**config.mk**
```make
export PLATFORM = sky130hd
export DESIGN_NAME = quan_ctrl_flat
export DESIGN_NICKNAME = d
export VERILOG_FILES = /design/src/rtl/quan_ctrl_if.sv /design/src/rtl/quan_ctrl.sv /design/src/flat_wrapper.sv
export SDC_FILE = /design/constraint.sdc
export NUM_CORES = 1
export LEC_CHECK = 0
export CAP_MARGIN = 20
export CORE_ASPECT_RATIO = 1.5
export CORE_MARGIN = 10
export CORE_UTILIZATION = 60
export CTS_CLUSTER_DIAMETER = 80
export CTS_CLUSTER_SIZE = 25
export DETAILED_ROUTE_END_ITERATION = 12
export PLACE_DENSITY = 0.84
export SLEW_MARGIN = 25
export SYNTH_ARGS = -nofsm -noshare
export SYNTH_HDL_FRONTEND = slang
export SYNTH_SLANG_ARGS = --single-unit
```
**constraint.sdc**
```tcl
create_clock -name clk -period 9.66 [get_ports clk]
set_clock_uncertainty 0.1 [all_clocks]
set_input_delay 1.449 -clock clk [delete_from_list [all_inputs] [get_ports clk]]
set_output_delay 1.449 -clock clk [all_outputs]
set_load 0.01 [all_outputs]
```
**src/rtl/quan_ctrl_if.sv**
```systemverilog
// quan_ctrl_if: groups the parameter-table write port, layer settings,
// pixel handshake, quantizer parameter outputs and status of quan_ctrl.
// The master side is the environment (host, upstream and quantizer); the
// slave side is the controller.
interface quan_ctrl_if #(
  parameter int CH_NUM = 16,
  parameter int PIX_W  = 10
);
  localparam int AW = $clog2(CH_NUM);

  // parameter-table write port
  logic              cfg_we;
  logic [AW-1:0]     cfg_addr;
  logic [31:0]       cfg_m0;
  logic [7:0]        cfg_idx;
  logic [15:0]       cfg_zw;

  // layer settings and start request
  logic [7:0]        layer_z3;
  logic [AW:0]       num_ch;
  logic [PIX_W-1:0]  pix_per_ch;
  logic              start;

  // upstream pixel handshake
  logic              in_valid;
  logic              in_ready;

  // quantizer side
  logic              q_en;
  logic [31:0]       m0_scale;
  logic [7:0]        index;
  logic [15:0]       z_of_weight;
  logic [7:0]        z3;
  logic              q_valid;

  // status
  logic              busy;
  logic              done;
  logic [15:0]       out_cnt;

  modport master (
    output cfg_we, cfg_addr, cfg_m0, cfg_idx, cfg_zw,
    output layer_z3, num_ch, pix_per_ch, start,
    output in_valid, q_valid,
    input  in_ready, q_en, m0_scale, index, z_of_weight, z3,
    input  busy, done, out_cnt
  );

  modport slave (
    input  cfg_we, cfg_addr, cfg_m0, cfg_idx, cfg_zw,
    input  layer_z3, num_ch, pix_per_ch, start,
    input  in_valid, q_valid,
    output in_ready, q_en, m0_scale, index, z_of_weight, z3,
    output busy, done, out_cnt
  );
endinterface

```
**src/rtl/quan_ctrl.sv**
```systemverilog
// quan_ctrl: per-layer sequencer for a requantization stage. Walks the
// channels of a layer, presents each channel's quantizer parameters from a
// small table, passes pixels through while RUN, and drains the quantizer
// pipeline (QLAT cycles) before switching channel.
//
// Optional feature: define QCTRL_OUTCNT_EN to build the saturating
// quantizer-output counter on out_cnt; otherwise out_cnt is tied to 0.
//
// state  | meaning
// -------+-------------------------------------------------------------
// IDLE   | waiting for start; parameter table writable
// FETCH  | one cycle: load table entry ch_cnt into the parameter outputs
// RUN    | in_ready=1; count pixel transfers of the current channel
// SWITCH | pipeline drain, QLAT cycles, parameters held
// DONE   | one-cycle done pulse, then back to IDLE
module quan_ctrl #(
  parameter int CH_NUM = 16,
  parameter int PIX_W  = 10,
  parameter int QLAT   = 3
) (
  input  logic         clk,
  input  logic         reset,
  quan_ctrl_if.slave   bus
);
  localparam int AW = $clog2(CH_NUM);
  localparam int DW = $clog2(QLAT + 1);
  localparam logic [AW:0] CH_MAX = (AW+1)'(CH_NUM);

  typedef enum logic [2:0] {
    IDLE   = 3'd0,
    FETCH  = 3'd1,
    RUN    = 3'd2,
    SWITCH = 3'd3,
    DONE   = 3'd4
  } state_t;

  state_t            state_q, state_d;
  logic [AW-1:0]     ch_cnt_q, ch_cnt_d;
  logic [PIX_W-1:0]  pix_cnt_q, pix_cnt_d;
  logic [DW-1:0]     drain_q, drain_d;
  logic [AW:0]       nch_q, nch_d;
  logic [PIX_W-1:0]  ppc_q, ppc_d;
  logic [7:0]        z3_q, z3_d;
  logic [31:0]       m0_q, m0_d;
  logic [7:0]        idx_q, idx_d;
  logic [15:0]       zw_q, zw_d;
  logic              in_ready_c;

  // Per-channel parameter table; deliberately not reset so a configured
  // table survives an aborted layer.
  logic [31:0]       tbl_m0  [CH_NUM];
  logic [7:0]        tbl_idx [CH_NUM];
  logic [15:0]       tbl_zw  [CH_NUM];

  // Table writes are accepted only while IDLE; a write coincident with start
  // lands on the same edge, one cycle ahead of the FETCH read.
  always_ff @(posedge clk) begin
    if (bus.cfg_we && (state_q == IDLE)) begin
      tbl_m0[bus.cfg_addr]  <= bus.cfg_m0;
      tbl_idx[bus.cfg_addr] <= bus.cfg_idx;
      tbl_zw[bus.cfg_addr]  <= bus.cfg_zw;
    end
  end

  // Next-state and datapath decode for the layer sequencer.
  always_comb begin
    state_d    = state_q;
    ch_cnt_d   = ch_cnt_q;
    pix_cnt_d  = pix_cnt_q;
    drain_d    = drain_q;
    nch_d      = nch_q;
    ppc_d      = ppc_q;
    z3_d       = z3_q;
    m0_d       = m0_q;
    idx_d      = idx_q;
    zw_d       = zw_q;
    in_ready_c = 1'b0;

    case (state_q)
      IDLE: begin
        if (bus.start) begin
          nch_d     = (bus.num_ch > CH_MAX) ? CH_MAX : bus.num_ch;
          ppc_d     = bus.pix_per_ch;
          z3_d      = bus.layer_z3;
          ch_cnt_d  = '0;
          pix_cnt_d = '0;
          drain_d   = '0;
          if ((bus.num_ch == '0) || (bus.pix_per_ch == '0)) begin
            state_d = DONE;
          end else begin
            state_d = FETCH;
          end
        end
      end

      FETCH: begin
        m0_d    = tbl_m0[ch_cnt_q];
        idx_d   = tbl_idx[ch_cnt_q];
        zw_d    = tbl_zw[ch_cnt_q];
        state_d = RUN;
      end

      RUN: begin
        in_ready_c = 1'b1;
        if (bus.in_valid) begin
          if (pix_cnt_q == (ppc_q - PIX_W'(1))) begin
            pix_cnt_d = '0;
            drain_d   = DW'(QLAT);
            state_d   = SWITCH;
          end else begin
            pix_cnt_d = pix_cnt_q + PIX_W'(1);
          end
        end
      end

      SWITCH: begin
        // drain_q counts the remaining drain cycles including this one
        drain_d = drain_q - DW'(1);
        if (drain_q <= DW'(1)) begin
          drain_d = '0;
          if ({1'b0, ch_cnt_q} == (nch_q - (AW+1)'(1))) begin
            state_d = DONE;
          end else begin
            ch_cnt_d = ch_cnt_q + AW'(1);
            state_d  = FETCH;
          end
        end
      end

      DONE: begin
        state_d = IDLE;
      end

      default: begin
        state_d = IDLE;
      end
    endcase
  end

  // State and datapath registers; reset aborts any layer in flight.
  always_ff @(posedge clk or negedge reset) begin
    if (!reset) begin
      state_q   <= IDLE;
      ch_cnt_q  <= '0;
      pix_cnt_q <= '0;
      drain_q   <= '0;
      nch_q     <= '0;
      ppc_q     <= '0;
      z3_q      <= '0;
      m0_q      <= '0;
      idx_q     <= '0;
      zw_q      <= '0;
    end else begin
      state_q   <= state_d;
      ch_cnt_q  <= ch_cnt_d;
      pix_cnt_q <= pix_cnt_d;
      drain_q   <= drain_d;
      nch_q     <= nch_d;
      ppc_q     <= ppc_d;
      z3_q      <= z3_d;
      m0_q      <= m0_d;
      idx_q     <= idx_d;
      zw_q      <= zw_d;
    end
  end

  assign bus.in_ready    = in_ready_c;
  assign bus.q_en        = bus.in_valid & in_ready_c;
  assign bus.m0_scale    = m0_q;
  assign bus.index       = idx_q;
  assign bus.z_of_weight = zw_q;
  assign bus.z3          = z3_q;
  assign bus.busy        = (state_q != IDLE);
  assign bus.done        = (state_q == DONE);

`ifdef QCTRL_OUTCNT_EN
  logic [15:0] out_cnt_q, out_cnt_d;

  // Quantizer outputs seen during a layer; cleared by an accepted start.
  always_comb begin
    out_cnt_d = out_cnt_q;
    if ((state_q == IDLE) && bus.start) begin
      out_cnt_d = '0;
    end else if ((state_q != IDLE) && bus.q_valid && (out_cnt_q != 16'hFFFF)) begin
      out_cnt_d = out_cnt_q + 16'd1;
    end
  end

  // Output-count register.
  always_ff @(posedge clk or negedge reset) begin
    if (!reset) begin
      out_cnt_q <= '0;
    end else begin
      out_cnt_q <= out_cnt_d;
    end
  end

  assign bus.out_cnt = out_cnt_q;
`else
  logic unused_q_valid;
  assign unused_q_valid = bus.q_valid;
  assign bus.out_cnt    = '0;
`endif

endmodule
```
**src/flat_wrapper.sv**
```systemverilog
// flat-port wrapper written by rule: the top's interface ports become plain ports
module quan_ctrl_flat 
#(
  parameter int CH_NUM = 16,
  parameter int PIX_W  = 10,
  parameter int QLAT   = 3
)
  (clk, reset, bus_cfg_we, bus_cfg_addr, bus_cfg_m0, bus_cfg_idx, bus_cfg_zw, bus_layer_z3, bus_num_ch, bus_pix_per_ch, bus_start, bus_in_valid, bus_q_valid, bus_in_ready, bus_q_en, bus_m0_scale, bus_index, bus_z_of_weight, bus_z3, bus_busy, bus_done, bus_out_cnt);
  quan_ctrl_if #(.CH_NUM(CH_NUM), .PIX_W(PIX_W)) bus_i ();
  input  logic clk;
  input  logic reset;
  input wire logic [$bits(bus_i.cfg_we)-1:0] bus_cfg_we;
  input wire logic [$bits(bus_i.cfg_addr)-1:0] bus_cfg_addr;
  input wire logic [$bits(bus_i.cfg_m0)-1:0] bus_cfg_m0;
  input wire logic [$bits(bus_i.cfg_idx)-1:0] bus_cfg_idx;
  input wire logic [$bits(bus_i.cfg_zw)-1:0] bus_cfg_zw;
  input wire logic [$bits(bus_i.layer_z3)-1:0] bus_layer_z3;
  input wire logic [$bits(bus_i.num_ch)-1:0] bus_num_ch;
  input wire logic [$bits(bus_i.pix_per_ch)-1:0] bus_pix_per_ch;
  input wire logic [$bits(bus_i.start)-1:0] bus_start;
  input wire logic [$bits(bus_i.in_valid)-1:0] bus_in_valid;
  input wire logic [$bits(bus_i.q_valid)-1:0] bus_q_valid;
  output wire logic [$bits(bus_i.in_ready)-1:0] bus_in_ready;
  output wire logic [$bits(bus_i.q_en)-1:0] bus_q_en;
  output wire logic [$bits(bus_i.m0_scale)-1:0] bus_m0_scale;
  output wire logic [$bits(bus_i.index)-1:0] bus_index;
  output wire logic [$bits(bus_i.z_of_weight)-1:0] bus_z_of_weight;
  output wire logic [$bits(bus_i.z3)-1:0] bus_z3;
  output wire logic [$bits(bus_i.busy)-1:0] bus_busy;
  output wire logic [$bits(bus_i.done)-1:0] bus_done;
  output wire logic [$bits(bus_i.out_cnt)-1:0] bus_out_cnt;
  assign bus_i.cfg_we = bus_cfg_we;
  assign bus_i.cfg_addr = bus_cfg_addr;
  assign bus_i.cfg_m0 = bus_cfg_m0;
  assign bus_i.cfg_idx = bus_cfg_idx;
  assign bus_i.cfg_zw = bus_cfg_zw;
  assign bus_i.layer_z3 = bus_layer_z3;
  assign bus_i.num_ch = bus_num_ch;
  assign bus_i.pix_per_ch = bus_pix_per_ch;
  assign bus_i.start = bus_start;
  assign bus_i.in_valid = bus_in_valid;
  assign bus_i.q_valid = bus_q_valid;
  assign bus_in_ready = bus_i.in_ready;
  assign bus_q_en = bus_i.q_en;
  assign bus_m0_scale = bus_i.m0_scale;
  assign bus_index = bus_i.index;
  assign bus_z_of_weight = bus_i.z_of_weight;
  assign bus_z3 = bus_i.z3;
  assign bus_busy = bus_i.busy;
  assign bus_done = bus_i.done;
  assign bus_out_cnt = bus_i.out_cnt;
  quan_ctrl #(.CH_NUM(CH_NUM), .PIX_W(PIX_W), .QLAT(QLAT)) u_core (.clk(clk), .reset(reset), .bus(bus_i));
endmodule
```
==> results of run 1 <==
-- synth_stat cells (3+ instances only) --
cell	count	area share (%)
a21boi_0	56	1.1
a21oi_1	62	0.80
and2_1	4	0.064
buf_1	3	0.029
buf_2	30	0.39
buf_4	27	0.52
clkbuf_1	81	0.78
dfrtp_1	98	6.3
edfxtp_1	896	69
ha_1	4	0.13
inv_1	11	0.11
mux2_2	76	2.2
mux2i_1	171	4.4
mux4_2	112	6.5
nand2_1	93	0.90
nand2b_1	8	0.13
nand3_1	11	0.14
nand4_1	5	0.080
nor2_1	22	0.21
nor2b_1	6	0.096
nor3_1	15	0.19
nor4_1	6	0.096
o211ai_1	7	0.14
o21ai_0	73	0.94
o221ai_1	58	1.3
o22ai_1	56	0.90
o31ai_1	58	1.1
or3_1	4	0.064
xnor2_1	13	0.29
xor2_1	4	0.090
-- cell type report --
| class | instances | area (sq um) |
|---|---|---|
| Antenna cell | 2 | 5.00 |
| Clock buffer | 78 | 1290 |
| Clock inverter | 2 | 17.5 |
| Fill cell | 3961 | 21600 |
| Inverter | 12 | 45.0 |
| Multi-Input combinational cell | 980 | 9040 |
| Sequential cell | 994 | 29400 |
| Tap cell | 870 | 1090 |
| Timing Repair Buffer | 183 | 1870 |
-- power groups by stage --
| stage | combinational (mW) | clock [mW] | sequential (mW) |
|---|---|---|---|
| floorplan | 1.78 | 0 | 5.19 |
| global placement | 2.39 | 0 | 5.29 |
| detailed placement | 2.50 | 0 | 5.32 |
| CTS | 2.51 | 2.18 | 5.22 |
| global route | 2.74 | 2.32 | 5.22 |
| finish | 2.55 | 2.15 | 5.19 |
-- worst max-delay path, stage by stage --
cell and delay, ns:
clkdlybuf4s50_1 0.53, nand2_1 0.14, inv_1 0.09, clkdlybuf4s50_1 0.54
-- per-layer routing --
metal,GRT usage [%],vias up,part of all wire (%)
met5,0,-,0.081
met4,7.18,10,2.6
met3,3.77,171,9.0
met2,38.6,1137,52
met1,28.1,10500,36
li1,-,8712,-
-- path summary, 6_finish.rpt --
kind	startpoint	end	slack, ns	cells after the start
setup reg to reg	u_core.state_q[1]	u_core.tbl_zw[7][14]	5.90	4
hold / removal	u_core.bus.m0_scale[10]	u_core.bus.m0_scale[10]	0.39	2
max in group asynchronous	reset	u_core.ch_cnt_q[3]	7.40	2
hold reg to reg	u_core.bus.m0_scale[10]	u_core.bus.m0_scale[10]	0.39	2
setup / recovery	bus_in_valid	bus_q_en	5.37	4
min in group asynchronous	reset	u_core.bus.m0_scale[11]	0.78	1
-- flip-flops by register name, summed over array words and instances, names as in the netlist --
signal                  count
u_core.pix_cnt_q           10
u_core.tbl_m0             512
u_core.state_q              3
u_core.nch_q                5
u_core.ppc_q               10
u_core.tbl_idx            128
u_core.bus.z3               8
u_core.bus.m0_scale        32
u_core.bus.index            8
u_core.drain_q              2
u_core.bus.z_of_weight     16
u_core.tbl_zw             256
u_core.ch_cnt_q             4
-- cells in the final DEF, fill, tap and decap left out, drive strengths merged, types with 4 or more instances in the layout --
cell type	count
o22ai	56
clkdlybuf4s50	154
nand4	5
nor4	6
buf	29
o21ai	74
or3	4
mux2i	171
inv	12
ha	4
nand3	11
mux2	76
edfxtp	896
clkbuf	78
nor2b	6
o221ai	58
dfrtp	98
a21boi	56
o211ai	7
a21oi	62
nand2b	8
nor2	22
nor3	16
conb	16
and2	4
mux4	112
o31ai	58
xor2	4
nand2	93
xnor2	13
-- through the flow --
step                      setup WS, ns  area, sq um  hold slack (ns)  std cells  total power, mW
final                             5.37        42700            0.389       3121             9.89
after global routing              5.33        42700            0.428       3120             10.3
after CTS                         5.37        42600            0.396       3117             9.91
after detailed placement          5.23        41300            0.372       3037             7.81
after global placement            5.31        41300            0.363       3037             7.68
after floorplan                   3.32        39000            0.364       2128             6.97
-- kinds of logic after synthesis --
logic type / count (synthesis)
adders and majority gates: 4
buffers and inverters: 154
other: 1
DFF: 994
xor gates and xnor gates: 17
and+or+nand+nor: 191
AOI/OAI and AO/OA: 393
muxes: 359
==> results.toml, run 1 <==
[outcome]
status = "finished, final reports clean"

[clocking]
post_cts_buffers = 0
cts_tree = "yes"
root_buffer = "clkbuf_16"
ctsResizeCount = 0
cts-buffers-inserted = 45
cts_buffer_depth = 3
hold_buffers = 0
clkLatencyLatePin_ns = 0.60
clkTransAtPathRegs_ns = 0.09
cts_sinks = 994
htree_levels = 2

[sta]
finalHoldViolCount = 0
max_freq_mhz = 233
drv_slew = 0
fin_setup_tns_ns = 0
maxSlewHeadroom_pct = 27.6
setup_viol = 0
tightest_slew_ns = 1.09
min_period_ns = 4.29
fin_crit_sh_pct = 44.5
rsz0062_at_grt = "no"

[synth]
synth-adder-area-share_pct = 0.129
async_flop_share_pct = 9.86
netlist_area_sq_mm = 0.0389
synthFlopType = "edfxtp_1"
synth_compound_area_share_pct = 6.78
synthMuxAreaShare_pct = 13.1
yosysSeqAreaShare_pct = 75.4
synth_cell_types = 66
ys_ff_latch = 994
syn_area_per_cell_sq_um = 18.4
netlist_instances = 2113
synth-xor-area-share_pct = 0.383
synth_simple_gate_area_share_pct = 2.35
synth_enable_flop_cells = 896
synth_top_family_by_area = "multiplexers"
ys.warnings.count = 0

[cells_and_area]
nets = 2309
drive_above_1_share_pct = 13.3
post-route-util_pct = 66.4
syn2layout_area_growth_pct = 9.76

[worst_setup_path]
crit_fanout = 3
path_class = "input port to primary output"
crit_required_ns = 8.11
arrival_ns = 2.75
cp-end-kind = "primary output"
start_kind = "input port"

[drt]
wl_per_cell_microns = 27.6
drt_wl_total_mm = 86.2
routed_via_density = 6.58
drtPass1Iterations = 8
drt_iter0_drc = 2357
postRouteAntennaNets = 0
drc = 0
vias = 20500

[placed_design]
gp_congestion = 0.835
port_buffers = 155
dp_hpwl_mm = 44.5

[power]
max-vdd-ir-drop_mv = 0.237
switching_share_pct = 28.5
p_switching_mw = 2.81
p_leak_nw = 13.5
clock_power_share_pct = 21.7
power_frac_comb_pct = 25.8
pwr-share-seq_pct = 52.5
intPower_mw = 7.07
power.density_mw_per_mm2 = 231

[floorplan]
die_w_microns = 228
die_h_microns = 332
placementRows = 114
dieArea_sq_mm = 0.0757
core_area_sq_mm = 0.0643
io_pins = 173
initial_core_util_pct = 60.5

[global_routing]
grt-ovfl-total = 0
grt_pass1_vias = 21200
grt_start_max_net_pins = 126
antenna_found_initial = 7
grtUsageTotal_pct = 22.2
grt_pass1_wl_mm = 129

[worst_hold_path]
hp-class = "register to register"

[job]
cap_violations = 0
Power figures use the tool's default switching activity.
==> inputs of run 2 (changes only) <==
==> constraint.sdc (replaced) <==
create_clock -name clk -period 4.3 [get_ports clk]
set_clock_uncertainty 0.1 [all_clocks]
set_input_delay 0.645 -clock clk [delete_from_list [all_inputs] [get_ports clk]]
set_output_delay 0.645 -clock clk [all_outputs]
set_load 0.01 [all_outputs]
==> results.toml, run 2 (synthesized netlist as in run 1, its figures left out) <==
[outcome]
status = "finished, final reports clean"

[worst_setup_path]
path_class = "register to primary output"
crit_fanout = 11
cp-end-kind = "primary output"
start_kind = "register"
rrSetupSlack_ns = 1.09
arrival_ns = 2.55
crit_required_ns = 3.56

[sta]
tightest_slew_ns = 1.00
max_freq_mhz = 303
setup_viol = 0
rsz0062_at_grt = "no"
finalHoldViolCount = 0
fin_setup_tns_ns = 0
fin_crit_sh_pct = 76.6
maxSlewHeadroom_pct = 33.2
min_period_ns = 3.30
drv_slew = 0

[clocking]
hold_buffers = 0
root_buffer = "clkbuf_16"
cts_sinks = 994
cts-buffers-inserted = 46
clkTransAtPathRegs_ns = 0.10
cts_buffer_depth = 3
cts_tree = "yes"
post_cts_buffers = 0
clkLatencyLatePin_ns = 0.62
ctsResizeCount = 0
htree_levels = 2

[drt]
drt_iter0_drc = 2513
routed_via_density = 6.63
wl_per_cell_microns = 28.6
drtPass1Iterations = 6
drc = 0
drt_wl_total_mm = 89.9
postRouteAntennaNets = 0
vias = 20900

[cells_and_area]
layout_commonest_cell = "edfxtp_1"
final-instance-count-excl-fill = 3149
nets = 2331
top_register = "u_core.tbl_m0"
drive_above_1_share_pct = 14.2
post-route-util_pct = 67.3
largest_reg_flops = 512
top_regs = "u_core.tbl_m0 (512), u_core.tbl_zw (256), u_core.tbl_idx (128)"
syn2layout_area_growth_pct = 11.2
final_cell_mix = "896 x edfxtp_1, 171 x mux2i_1, 154 x clkdlybuf4s50_1, 112 x mux4_2, 94 x dfrtp_1"

[global_routing]
grtUsageTotal_pct = 23.3
grt-ovfl-total = 0
grt_start_max_net_pins = 80
grt_pass1_vias = 21600
antenna_found_initial = 11
grt_pass1_wl_mm = 135

[power]
max-vdd-ir-drop_mv = 0.363
p_leak_nw = 13.7
power.density_mw_per_mm2 = 523

[floorplan]
placementRows = 114
die_w_microns = 228
dieArea_sq_mm = 0.0757
io_pins = 173
die_h_microns = 332
core_area_sq_mm = 0.0643
initial_core_util_pct = 60.5

[job]
cap_violations = 0

[worst_hold_path]
hp-class = "input port to async pin"

[placed_design]
port_buffers = 155
dp_hpwl_mm = 48.2
dp.cells = 3059
gp_congestion = 0.840
==> run 2: layout make-up <==
type	count	area, sq um
multi-input combinational	980	9050
tap	870	1090
inverter	12	45.0
timing repair buffer	204	2300
clock buffer	82	1370
fill	3939	21000
sequential	994	29400
antenna	5	12.5
clock inverter	2	32.5
==> run 2: per-stage QoR <==
step | hold slack [ns] | instance area [sq um] | power (mW) | setup WS [ns]
after global placement | 0.361 | 41800 | 17.5 | 1.14
after CTS | 0.00990 | 43200 | 22.7 | 1.03
after global routing | 0.0261 | 43300 | 23.5 | 0.896
after floorplan | 0.249 | 39000 | 15.7 | -0.0691
after detailed placement | 0.370 | 41800 | 17.8 | 1.03
final | 0.0147 | 43300 | 22.6 | 1.00
==> run 2: worst paths after layout <==
kind / from / end / cells past startpoint
setup / recovery: u_core.state_q[0] / bus_q_en / 6
hold / removal: reset / u_core.bus.m0_scale[9] / 1
setup reg to reg: u_core.state_q[1] / u_core.tbl_zw[15][4] / 4
hold reg to reg: u_core.bus.m0_scale[10] / u_core.bus.m0_scale[10] / 2
max in group asynchronous: reset / u_core.ch_cnt_q[1] / 2
min in group clk: u_core.bus.m0_scale[10] / u_core.bus.m0_scale[10] / 2
==> run 2: report_power, final <==
part           switching [mW]  internal, mW  leakage [nW]
logic                    3.00          2.86          3.78
clock network            2.83          2.20         0.668
registers               0.689          11.1          9.29
total                    6.52          16.1          13.7
==> run 2: worst max-delay path, stage by stage (launching register included) <==
cell and delay [ns]:
dfrtp_1 0.54, nor2_1 0.10, nand2_1 0.19, clkinv_1 0.31, nand2_1 0.24, inv_1 0.06
clkdlybuf4s50_1 0.48
==> run 2: metal layers <==
| metal | part of all wire (%) | vias to the layer above | wire length (microns) | GRT usage [%] |
|---|---|---|---|---|
| met5 | 0.089 | - | 80 | 0 |
| met4 | 2.9 | 12 | 2590 | 9.00 |
| met3 | 8.4 | 170 | 7580 | 4.23 |
| met2 | 52 | 1222 | 46400 | 39.8 |
| met1 | 37 | 10700 | 33300 | 29.4 |
| li1 | - | 8754 | - | - |
